**config.mk**
```make
export PLATFORM = sky130hd
export DESIGN_NAME = pulse_capture
export DESIGN_NICKNAME = d
export VERILOG_FILES = /design/src/rtl/pulse_capture.sv
export SDC_FILE = /design/constraint.sdc
export NUM_CORES = 1
export LEC_CHECK = 0
export ABC_AREA = 1
export CAP_MARGIN = 20
export CORE_ASPECT_RATIO = 1.1
export CORE_UTILIZATION = 60
export CTS_CLUSTER_SIZE = 16
export DETAILED_ROUTE_END_ITERATION = 10
export HOLD_SLACK_MARGIN = 0.02
export PLACE_DENSITY = 0.81
export SLEW_MARGIN = 20
export SYNTH_ARGS = -nofsm -noshare
export SYNTH_HDL_FRONTEND = slang
export SYNTH_SLANG_ARGS = --single-unit
export TNS_END_PERCENT = 10
```
**constraint.sdc**
```tcl
create_clock -name clk -period 2.5 [get_ports clk]
set_clock_uncertainty 0.1 [all_clocks]
set_input_delay 0.25 -clock clk [delete_from_list [all_inputs] [get_ports clk]]
set_output_delay 0.25 -clock clk [all_outputs]
set_load 0.01 [all_outputs]
```
**src/rtl/pulse_capture.sv**
```systemverilog
// pulse_capture: measures the high-time of each pulse on pulse_in, in clock
// cycles, and queues the widths in a small show-ahead FIFO.
// Optional feature: define PULSE_CAPTURE_SYNC_EN to pass pulse_in through a
// 2-flop synchronizer (2 cycles extra latency, widths unchanged).
// Ports:
//   clk          single clock
//   reset        asynchronous, active-high; clears all state
//   start        arm a measurement run (from IDLE or DONE)
//   stop         abort run, return to IDLE (wins over start)
//   pulse_in     pulse under measurement
//   width_data   FIFO head (measured width)
//   width_valid  FIFO non-empty
//   width_ready  consumer accepts head
//   overflow     sticky: a width was dropped because the FIFO was full
//   done_out     NUM_PULSES pulses measured
module pulse_capture #(
  parameter int unsigned NUM_BITS   = 9,
  parameter int unsigned NUM_PULSES = 10,
  parameter int unsigned FIFO_DEPTH = 4
) (
  input  logic                clk,
  input  logic                reset,
  input  logic                start,
  input  logic                stop,
  input  logic                pulse_in,
  output logic [NUM_BITS-1:0] width_data,
  output logic                width_valid,
  input  logic                width_ready,
  output logic                overflow,
  output logic                done_out
);

  localparam int unsigned PTR_W = (FIFO_DEPTH > 1) ? $clog2(FIFO_DEPTH) : 1;
  localparam int unsigned CNT_W = (NUM_PULSES > 1) ? $clog2(NUM_PULSES + 1) : 1;

  typedef enum logic [1:0] {
    S_IDLE,
    S_ARMED,
    S_MEASURE,
    S_DONE
  } state_t;

  state_t              state;
  logic                p;
  logic                p_d;
  logic [NUM_BITS-1:0] counter;
  logic [CNT_W-1:0]    pulse_cnt;

  logic                rise_c;
  logic                push_c;
  logic                start_clr_c;
  logic [CNT_W-1:0]    cnt_inc_c;

  // Input sampling: optional synchronizer, then one delay for edge detect.
`ifdef PULSE_CAPTURE_SYNC_EN
  logic [1:0] sync_q;
  always_ff @(posedge clk or posedge reset) begin
    if (reset) sync_q <= 2'b00;
    else       sync_q <= {sync_q[0], pulse_in};
  end
  assign p = sync_q[1];
`else
  assign p = pulse_in;
`endif

  always_ff @(posedge clk or posedge reset) begin
    if (reset) p_d <= 1'b0;
    else       p_d <= p;
  end

  assign rise_c      = p & ~p_d;
  assign push_c      = (state == S_MEASURE) & ~stop & ~p;
  assign start_clr_c = start & ~stop & ((state == S_IDLE) | (state == S_DONE));
  assign cnt_inc_c   = pulse_cnt + CNT_W'(1);

  // Measurement FSM.
  always_ff @(posedge clk or posedge reset) begin
    if (reset) begin
      state     <= S_IDLE;
      counter   <= '0;
      pulse_cnt <= '0;
      done_out  <= 1'b0;
    end else if (stop) begin
      // Abort: any partial measurement is simply abandoned.
      state    <= S_IDLE;
      done_out <= 1'b0;
    end else begin
      case (state)
        S_IDLE, S_DONE: begin
          if (start) begin
            pulse_cnt <= '0;
            if (NUM_PULSES == 0) begin
              state    <= S_DONE;
              done_out <= 1'b1;
            end else begin
              state    <= S_ARMED;
              done_out <= 1'b0;
            end
          end
        end
        S_ARMED: begin
          // Edge-qualified so a pulse already high on entry is skipped.
          if (rise_c) begin
            state   <= S_MEASURE;
            counter <= NUM_BITS'(1);
          end
        end
        S_MEASURE: begin
          if (p) begin
            if (counter != '1) counter <= counter + NUM_BITS'(1);
          end else begin
            pulse_cnt <= cnt_inc_c;
            if (cnt_inc_c == CNT_W'(NUM_PULSES)) begin
              state    <= S_DONE;
              done_out <= 1'b1;
            end else begin
              state <= S_ARMED;
            end
          end
        end
        default: state <= S_IDLE;
      endcase
    end
  end

  // Width FIFO: extra pointer bit separates full from empty.
  logic [NUM_BITS-1:0] mem [FIFO_DEPTH];
  logic [PTR_W:0]      wr_ptr;
  logic [PTR_W:0]      rd_ptr;
  logic                full_c;
  logic                pop_c;
  logic                wr_en_c;
  logic                drop_c;
  logic [PTR_W:0]      wr_nxt_c;
  logic [PTR_W:0]      rd_nxt_c;

  assign full_c   = (wr_ptr[PTR_W-1:0] == rd_ptr[PTR_W-1:0]) &
                    (wr_ptr[PTR_W] != rd_ptr[PTR_W]);
  assign pop_c    = width_valid & width_ready;
  assign wr_en_c  = push_c & (~full_c | pop_c);
  assign drop_c   = push_c & full_c & ~pop_c;
  assign wr_nxt_c = wr_ptr + (PTR_W + 1)'(wr_en_c);
  assign rd_nxt_c = rd_ptr + (PTR_W + 1)'(pop_c);

  always_ff @(posedge clk or posedge reset) begin
    if (reset) begin
      for (int i = 0; i < int'(FIFO_DEPTH); i++) mem[i] <= '0;
      wr_ptr      <= '0;
      rd_ptr      <= '0;
      width_valid <= 1'b0;
      width_data  <= '0;
    end else begin
      if (wr_en_c) mem[wr_ptr[PTR_W-1:0]] <= counter;
      wr_ptr      <= wr_nxt_c;
      rd_ptr      <= rd_nxt_c;
      width_valid <= (wr_nxt_c != rd_nxt_c);
      // Registered head: take the incoming word when it lands at the new head.
      if (wr_en_c && (wr_ptr[PTR_W-1:0] == rd_nxt_c[PTR_W-1:0]))
        width_data <= counter;
      else
        width_data <= mem[rd_nxt_c[PTR_W-1:0]];
    end
  end

  // Sticky overflow, cleared when a new run is armed.
  always_ff @(posedge clk or posedge reset) begin
    if (reset)            overflow <= 1'b0;
    else if (start_clr_c) overflow <= 1'b0;
    else if (drop_c)      overflow <= 1'b1;
  end

endmodule

```
# Word-level counts from Yosys, hierarchy flattened
# Cells that the tools add are included.
# classes
magnitude_cmp	3
eq_ne	18
bitwise	19
n_mux	27
n_addsub	4
n_reduce_logical	12
# ops
op	n
9-bit 2-to-1 mux	7
36-bit bitwise mux	1
9-bit binary-select mux with 2-bit select	1
9-bit demux with 2-bit select	1
9-bit case mux with 2 select lines	1
1-bit bitwise AND	10
2-bit 2-to-1 mux	5
9-bit by 1-bit adder with 9-bit output (second input constant)	1
3-bit != test (second input constant)	3
9-bit != test (second input constant)	1
4-bit 2-to-1 mux	2
2-bit != test (second input constant)	4
4-bit case mux with 2 select lines	1
4-bit AND reduction	2
3-bit by 1-bit adder with 3-bit output	2
3-bit >= comparator (second input constant)	2
1-bit 2-to-1 mux	6
2-bit NOT with 3-bit output	2
2-bit case mux with 3 select lines	1
2-bit nonzero test	3
1-bit NOT	5
5-bit AND reduction	1
4-bit by 1-bit adder with 4-bit output (second input constant)	1
2-bit == test	2
other kinds (15)	18
# word_totals
input_bits	6
register_bits	70
out_inout_bits	12
elab_cells	97

# Logic depth before layout (Yosys ltp)
# depth
word_depth	7
mapped_depth	14
mapped_depth_nobuf	14

# Worst setup path before layout
# No wires, ideal clock.
# synth_timing
kind	reg2reg
start	reg state[0]
end	reg width_valid
path_stages_with_launch	12
synth_period_minus_slack_ns	2.195
arrival_time_ns	1.966
setup_ns	0.128
slack_ns	0.305
n_path_buf	1
cell_sequence	dfrtp_1 inv_1 ha_1 nand2_2 nor2_8 buf_6 a21boi_1 ha_1 ha_1 xor2_1 xnor2_1 nand3_1
# synth_via
elab_chain_cells	6
# synth_lines
item	line	text
start: declaration	43	state_t state;
start signal: assignment	79	state <= S_IDLE;
start signal: assignment	85	state <= S_IDLE;
start signal: assignment	93	state <= S_DONE;
2-bit == test	72	assign push_c = (state == S_MEASURE) & ~stop & ~p;
1-bit bitwise AND (2 in series)	72	
1-bit bitwise AND	140	assign wr_en_c = push_c & (~full_c | pop_c);
3-bit by 1-bit adder with 3-bit output	142	assign wr_nxt_c = wr_ptr + (PTR_W + 1)'(wr_en_c);
net wr_nxt_c[2]	134	logic [PTR_W:0] wr_nxt_c;
3-bit != test	156	width_valid <= (wr_nxt_c != rd_nxt_c);
end signal: assignment	156	
end: declaration	27	output logic width_valid,
# The timed path passes the listed nets, and every way through them passes these cells.
# A chain may end at the register's enable or synchronous reset.

# Worst setup path after layout
# layout_timing
start	reg counter[3]
end	reg counter[4]
# layout_via
elab_chain_cells	4
elab_cells_between_ends	7
# layout_lines
item	line	text
start: declaration	46	logic [NUM_BITS-1:0] counter;
start signal: assignment	110	if (counter != '1) counter <= counter + NUM_BITS'(1);
9-bit by 1-bit adder with 9-bit output	110	
9-bit 2-to-1 mux	110	
9-bit 2-to-1 mux	109	if (p) begin
9-bit case mux with 2 select lines	88	case (state)
# Several ways; a longest one is shown, not always the timed one. The select of a mux whose other input is x is not followed.

==> impl_metrics.toml <==
[yosys]
synth_top_family_by_area = "simple AND/OR/NAND/NOR gates"
synth-compound-area-share = 0.0774
syn_nets = 468
ys_warn_count = 0
ys_types = 31
synth_seq_cells = 70
netlist_area_um2 = 3720
syn_area_per_cell_um2 = 8.23
async_flop_share = 1.00
synth_enable_flop_cells = 0
synth-simple-area-share = 0.326
postSynthCellCount = 452
synthXorXnorAreaFrac = 0.0165
seq_area_frac_synth = 0.471
synth_fa_ha_area_frac = 0.0336
synthMuxAreaShare = 0
synth_ff_type = "dfrtp_1"

[cts]
cts_tree = "done"
clk_latency_ns = 0.36
cts_sinks = 70
cts_max_level = 3
clockBufferDepth = 2
cts_inserted_buffers = 9
cts_hold_buffers = 0
cts-root-buf = "clkbuf_8"
post_cts_resized = 0
clkTransAtPathRegs_ns = 0.07
cts_setup_buffers = 0

[routing]
dr_wl_met2_mm = 3.90
drtIter0Drc = 405
wl_per_cell_um = 14.6
vias = 3138
postRouteAntennaNets = 0
drc = 0
dr.pass1.iters = 5
via_per_inst = 5.73
top_layer = "met4"
wirelength_mm = 8.00
met1_length_mm = 3.40
dr_wl_met3_um = 470

[layout]
diodes = 0
fin_util = 0.710
instances_no_fill = 548
fin_nets = 482
stdcell_area_um2 = 4170
drive_gt1_frac = 0.108
area_growth_pct = 12.2

[floorplan]
ios = 18
die_h_um = 84.6
std_cell_rows = 29
die_area_um2 = 6520
start_util = 0.633
die_x_um = 77.1
coreArea_um2 = 5880

[power]
leakagePower_nw = 2.10
vdd_ir_drop_max_uv = 611
power_density_nw_per_um2 = 1050

[timing]
rsz0062_at_grt = "no"
drv_slew = 0
tightest_slew_ns = 0.616
hold_viol = 0
max_clock_freq_mhz = 464
setup_tns_ns = 0
setup_viol = 0
post-route-period-util = 0.863
relSlewSlack = 0.588
period_needed_ns = 2.16

[placed_design]
dpl-instance-area_um2 = 3940
place_inst = 532
place_congestion = 0.881
dp_hpwl_mm = 5.58
io_buffers = 17

[global_route]
grt_first_pass_wirelength_mm = 13.9
grt_pass1_vias = 3034
grt.overflow.total = 0
grt_max_degree = 52
antenna_found_initial = 0
grt_use_total = 0.275

[worst_setup_path]
arrival_ns = 2.31
worstPathRequired_ns = 2.65
regToRegSetupSlack_ns = 0.34
critPathLaunchType = "register"
cp_max_fo = 16
crit_type = "reg -> reg"
end_kind = "register"

[run_status]
status = "finished, final reports clean"

[job]
drv_cap = 0

[hold_path]
hp-class = "in -> async"
[area by class of cell]
type | count | area (µm²)
clock buffer | 9 | 124
multi-input combinational | 323 | 1690
clock inverter | 7 | 113
fill | 435 | 1710
inverter | 33 | 129
timing repair buffer | 29 | 273
sequential | 70 | 1750
tap | 77 | 96.3
[through the flow]
step	hold slack [ns]	setup WS, ns	power (mW)
after CTS	0.0555	0.349	4.37
after global routing	0.0853	0.149	4.64
final	0.0545	0.344	4.37
after floorplan	0.181	0.305	2.76
after detailed placement	0.354	0.127	3.25
after global placement	0.349	0.227	3.19
[state kept, by name (all words and copies together) (netlist names)]
signal       count
pulse_cnt        4
done_out         1
width_valid      1
overflow         1
state            2
counter          9
rd_ptr           3
width_data       9
mem             36
p_d              1
wr_ptr           3
[metal layers]
metal / up-vias / track usage
li1: 1532 / -
met1: 1460 / 0.346
met2: 120 / 0.446
met3: 26 / 0.0576
met4: 0 / 0.148
met5: - / 0
[synth_stat cells (3+ instances only)]
master | n | area, µm²
ha_1 | 10 | 125
buf_2 | 15 | 75.1
buf_6 | 4 | 45.0
xor2_1 | 4 | 35.0
dfrtp_1 | 70 | 1750
inv_2 | 4 | 15.0
nor2_1 | 29 | 109
nand3_4 | 5 | 87.6
o22ai_1 | 9 | 56.3
xnor2_1 | 3 | 26.3
o21ai_1 | 10 | 50.1
o21ai_0 | 25 | 125
nor2_2 | 4 | 25.0
inv_1 | 26 | 97.6
clkbuf_1 | 5 | 18.8
nand2_2 | 3 | 18.8
nand3_1 | 16 | 80.1
nand4_1 | 46 | 288
nand2_1 | 147 | 552
[cell families (layout without fill, tap and decap cells)]
kind of cell / count (synthesis) / count (layout)
simple gates: 255 / 255
flops: 70 / 70
buf+inv: 59 / 78
compound gates: 51 / 51
fa+ha+maj: 10 / 10
xor+xnor: 7 / 7
[worst paths after layout]
path / start / end / depth (start not counted)
max: counter[3] / counter[4] / 12
min: reset / overflow / 2
max reg2reg: counter[3] / counter[4] / 12
min reg2reg: mem[20] / mem[20] / 2
max in group asynchronous: reset / width_data[7] / 3
min in group clk: pulse_in / p_d / 1
[worst max-delay path, cell delays in order (launching register included)]
cell and delay, ns:
dfrtp_1 0.56, nand2_1 0.16, inv_1 0.10, nand3_1 0.11, nor3_1 0.16, ha_1 0.19
nand2_1 0.05, o21ai_1 0.07, nor2_1 0.06, nand2_2 0.22, inv_1 0.12, nand2_1 0.09
nand2_1 0.05
[power breakdown]
| part | internal (mW) | switching (mW) |
|---|---|---|
| clock | 0.657 | 0.445 |
| sequential | 1.31 | 0.120 |
| combinational | 0.671 | 1.17 |
[cells in the final DEF, fill, tap and decap left out, types with 2 or more instances in the layout]
cell type,netlist,routed
o21ai_1,10,10
nand4_1,46,46
nand2_2,3,3
clkbuf_8,0,9
xnor2_1,3,3
nor2_4,2,2
nor2_1,29,29
clkinv_2,0,3
dfrtp_1,70,70
nand3_4,5,5
clkdlybuf4s50_1,0,17
inv_1,26,25
o22ai_1,9,9
xor2_1,4,4
nor2_2,4,4
a21oi_1,2,2
ha_1,10,10
buf_4,1,11
o21bai_1,2,2
nor3_1,2,2
nand2_1,147,147
o21ai_0,25,25
inv_2,4,5
nand3_1,16,16
inv_4,2,2
bufinv_16,0,3
No activity file was read; power rests on OpenSTA's default activity.
==> RTL edit 1 (same settings) <==
Build with the macro `PULSE_CAPTURE_SYNC_EN` defined.
--- a/src/rtl/pulse_capture.sv
+++ b/src/rtl/pulse_capture.sv
@@ -15,2 +15,4 @@
 //   done_out     NUM_PULSES pulses measured
+`define PULSE_CAPTURE_SYNC_EN
+
 module pulse_capture #(
Check against the original RTL: not equivalent (Yosys sat finds a counterexample within 4 cycles, from zero or initial values and one cycle with reset high).
==> RTL edit 1 against the original RTL <==
Routed wire length shrank 2.9%. Core utilization shrank 0.52 points. Cell count is 0.18% lower. Worst setup slack lost 0.11 ns. Sequential cell count grew 2. Count of clock-buffer cells in the layout is 2 higher. First-iteration DRC count shrank 44%. Total power fell by 2.7%. Worst hold slack improved by 0.11 ns. Final area fell by 0.12%. Sequential share of layout area increased by 1.3 points. Area after synthesis increased by 1.5%. Critical path type unchanged. Critical endpoint unchanged. Largest power group unchanged. Highest routed layer unchanged.
==> RTL edit 1: results <==
[yosys]
ys_types = 30
synthTopCellsByCount = nand2_1, dfrtp_1, nand4_1
yosysSeqAreaShare = 0.477
synth_cells = 454
synth.area.top_cells = dfrtp_1, nand2_1, nand4_1, ha_1, nor2_1
syn_nets = 470

[power_and_ir_drop]
power_clock_mw = 0.900
p_per_area_nw_per_um2 = 1020
p_leak_nw = 2.10
internal-power_mw = 2.49
vdd_drop_max_uv = 624
pg_comb_mw = 1.90

[detailed_routing]
routedWlPerCell_um = 14.2
first_iter_violations = 228
num_vias = 3124
ant_nets = 0
drt-total-wl_mm = 7.76

[timing]
worstMarginPinSlew_ns = 0.581
fmax_mhz = 441

[status]
status = complete, no violations

[worst_setup_path]
r2r_slack_ns = 0.23
timing.rr.start = counter[1]
rr_worst_depth = 13
cp.arrival_ns = 2.40

[grt]
track_usage = 0.263
grt_pass1_vias = 3011
grt_pass1_wl_mm = 13.6

[layout]
drive_gt1_frac = 0.113
fill_cells = 461

[placed_design]
dpl.hpwl_mm = 5.40
post-place-ws_ns = 0.270
place.gp.congestion = 0.828
place_area_um2 = 3980

[clock_tree]
numCtsBuffers = 9
clkTransAtPathRegs_ns = 0.08
==> RTL edit 1: cell types whose count changed after synthesis, moves of 3 or more <==
cell     change
inv_2        +6
o21ai_0      -5
o21ai_1      +5
inv_1        -3
==> RTL edit 1: worst min path at each step <==
stage	startpoint	endpoint	cells after the start	slack [ns]
after floorplan	pulse_in	sync_q[0]	0	0.18
after global placement	sync_q[0]	sync_q[1]	0	0.24
after detailed placement	sync_q[0]	sync_q[1]	0	0.24
after CTS	reset	rd_ptr[0]	2	0.18
after global routing	reset	width_valid	2	0.24
final	reset	width_valid	2	0.16
==> RTL edit 1: critical path, stage by stage, from the launching register on <==
cell     delay (ns)
dfrtp_1        0.52
ha_1           0.26
nand2_1        0.06
inv_1          0.09
nand3_1        0.11
nor3_1         0.17
ha_1           0.17
nand2_1        0.07
o21ai_1        0.09
nor2_1         0.06
nand2_2        0.23
inv_2          0.08
nand2_1        0.09
nand2_1        0.05
==> RTL edit 1: logic make-up after synthesis <==
| logic type | count (synthesis) | synth area share |
|---|---|---|
| and+or+nand+nor | 255 | 0.325 |
| xor gates and xnor gates | 7 | 0.0162 |
| buffers and inverters | 59 | 0.0719 |
| adders and majority gates | 10 | 0.0331 |
| AOI/OAI and AO/OA | 51 | 0.0762 |
| DFF | 72 | 0.477 |
==> RTL edit 1: final cells by class <==
type,instances,share of cell area
Clock buffer,11,0.0339
Clock inverter,4,0.0108
Inverter,33,0.0297
Multi-Input combinational cell,323,0.408
Sequential cell,72,0.432
Tap cell,77,0.0231
Timing Repair Buffer,27,0.0618
==> RTL edit 1: layer usage <==
metal,wire length [µm],up-vias,GRT usage,part of all wire
met5,0,-,0,0
met4,131,0,0.132,0.017
met3,357,14,0.0409,0.046
met2,3880,99,0.446,0.50
met1,3400,1486,0.329,0.44
li1,-,1525,-,-
==> RTL edit 2 (same settings) <==
Made on the original files. The 4 states of `state_t` get a one-hot encoding in 4 bits.
--- a/src/rtl/pulse_capture.sv
+++ b/src/rtl/pulse_capture.sv
@@ -35,7 +35,7 @@
 
-  typedef enum logic [1:0] {
-    S_IDLE,
-    S_ARMED,
-    S_MEASURE,
-    S_DONE
+  typedef enum logic [3:0] {
+    S_IDLE    = 4'b0001,
+    S_ARMED   = 4'b0010,
+    S_MEASURE = 4'b0100,
+    S_DONE    = 4'b1000
   } state_t;
Formal check against the unedited RTL: same outputs for any inputs over 4 cycles, from zero or initial values and one cycle with reset high; so few cycles prove little.
==> RTL edit 2 against the original RTL <==
Routed wire length increased by 3.8%. Total power decreased by 4.0%. Worst setup slack got worse by 0.050 ns. Sequential cell count up 2. Area after synthesis grew 2.6%. Final area rose by 4.1%. Largest cell class unchanged. Fmax shrank 2.3%. Critical endpoint is now counter[2].
==> RTL edit 2: results <==
[grt]
met3_usage = 0.0404
use_met2 = 0.481
grtUsageMet1 = 0.355
grt_max_degree = 73

[placed_design]
place.gp.congestion = 0.875
placedCellCount = 559

[power_and_ir_drop]
vdd_drop_max_uv = 527
switchingPower_mw = 1.61
p_leak_nw = 2.21

[yosys]
syn_nets = 485
synthTopCellsByCount = nand2_1, dfrtp_1, nor2_1
ys_types = 30
yosysSeqAreaShare = 0.473
synth_cells = 471
synth.area.top_cells = dfrtp_1, nand2_1, nand4_1, nor2_1, o21ai_0

[worst_setup_path]
max_stage_delay_ns = 0.53
timing.rr.start = counter[0]
r2r_slack_ns = 0.29
cp-endpoint = counter[2]
cp.arrival_ns = 2.34
critPathTopFamily = flip-flops
crit_path_max_fanout = 9
rr_worst_depth = 8

[detailed_routing]
wl_met3_um = 363
first_iter_violations = 324
dr_wl_met2_mm = 4.28
m1WireLength_mm = 3.51
routedWlPerCell_um = 14.4

[timing]
worstMarginPinSlew_ns = 0.424

[layout]
drive_gt1_frac = 0.0949
nNetsFinal = 504
final_cells = 575

[die]
dieArea_um2 = 6680

[status]
status = complete, no violations
## RTL edit 2: changes by cell type in the layout (fill, tap and decap cells not counted), moves of 3 or more
cell     unedited run  this run
nor2_1             29        56
inv_2               5         2
nand3_1            16        12
o22ai_1             9         0
o21ai_1            10         4
xor2_1              4         8
nand4_1            46        50
o21ai_0            25        37
nor2_2              4         0
## RTL edit 2: cells by family (layout without fill, tap and decap cells)
kind of cell / Yosys count / after routing / share of synthesized area
xor+xnor: 12 / 12 / 0.0276
fa+ha+maj: 8 / 8 / 0.0262
compound gates: 45 / 45 / 0.0637
flops: 72 / 72 / 0.473
simple gates: 285 / 285 / 0.354
buf+inv: 49 / 73 / 0.0558
## RTL edit 2: layout make-up
class	count	area (µm²)	area share
clock inverters	6	108	0.0248
inverters	27	101	0.0233
repair buffers	30	305	0.0703
multi-input cells	350	1800	0.414
flip-flops and latches	72	1800	0.415
clock buffers	10	128	0.0294
well taps	80	100	0.0230
## RTL edit 2: metrics by stage
step | total power [mW] | area [µm²] | hold slack [ns] | util | worst slack [ns]
after floorplan | 2.56 | 3810 | 0.181 | - | 0.327
after global placement | 3.05 | 4110 | 0.347 | 0.667 | 0.255
after detailed placement | 3.09 | 4110 | 0.353 | 0.667 | 0.143
after CTS | 4.20 | 4340 | 0.215 | 0.705 | 0.338
after global routing | 4.48 | 4340 | 0.225 | 0.705 | 0.168
final | 4.19 | 4340 | 0.185 | 0.705 | 0.293
## RTL edit 2: power by group through the flow
stage | Combinational, mW | Sequential, mW | Clock, mW
after floorplan | 1.09 | 1.47 | 0
after global placement | 1.57 | 1.48 | 0
after detailed placement | 1.61 | 1.48 | 0
after CTS | 1.62 | 1.46 | 1.12
after global routing | 1.84 | 1.48 | 1.17
final | 1.63 | 1.46 | 1.10
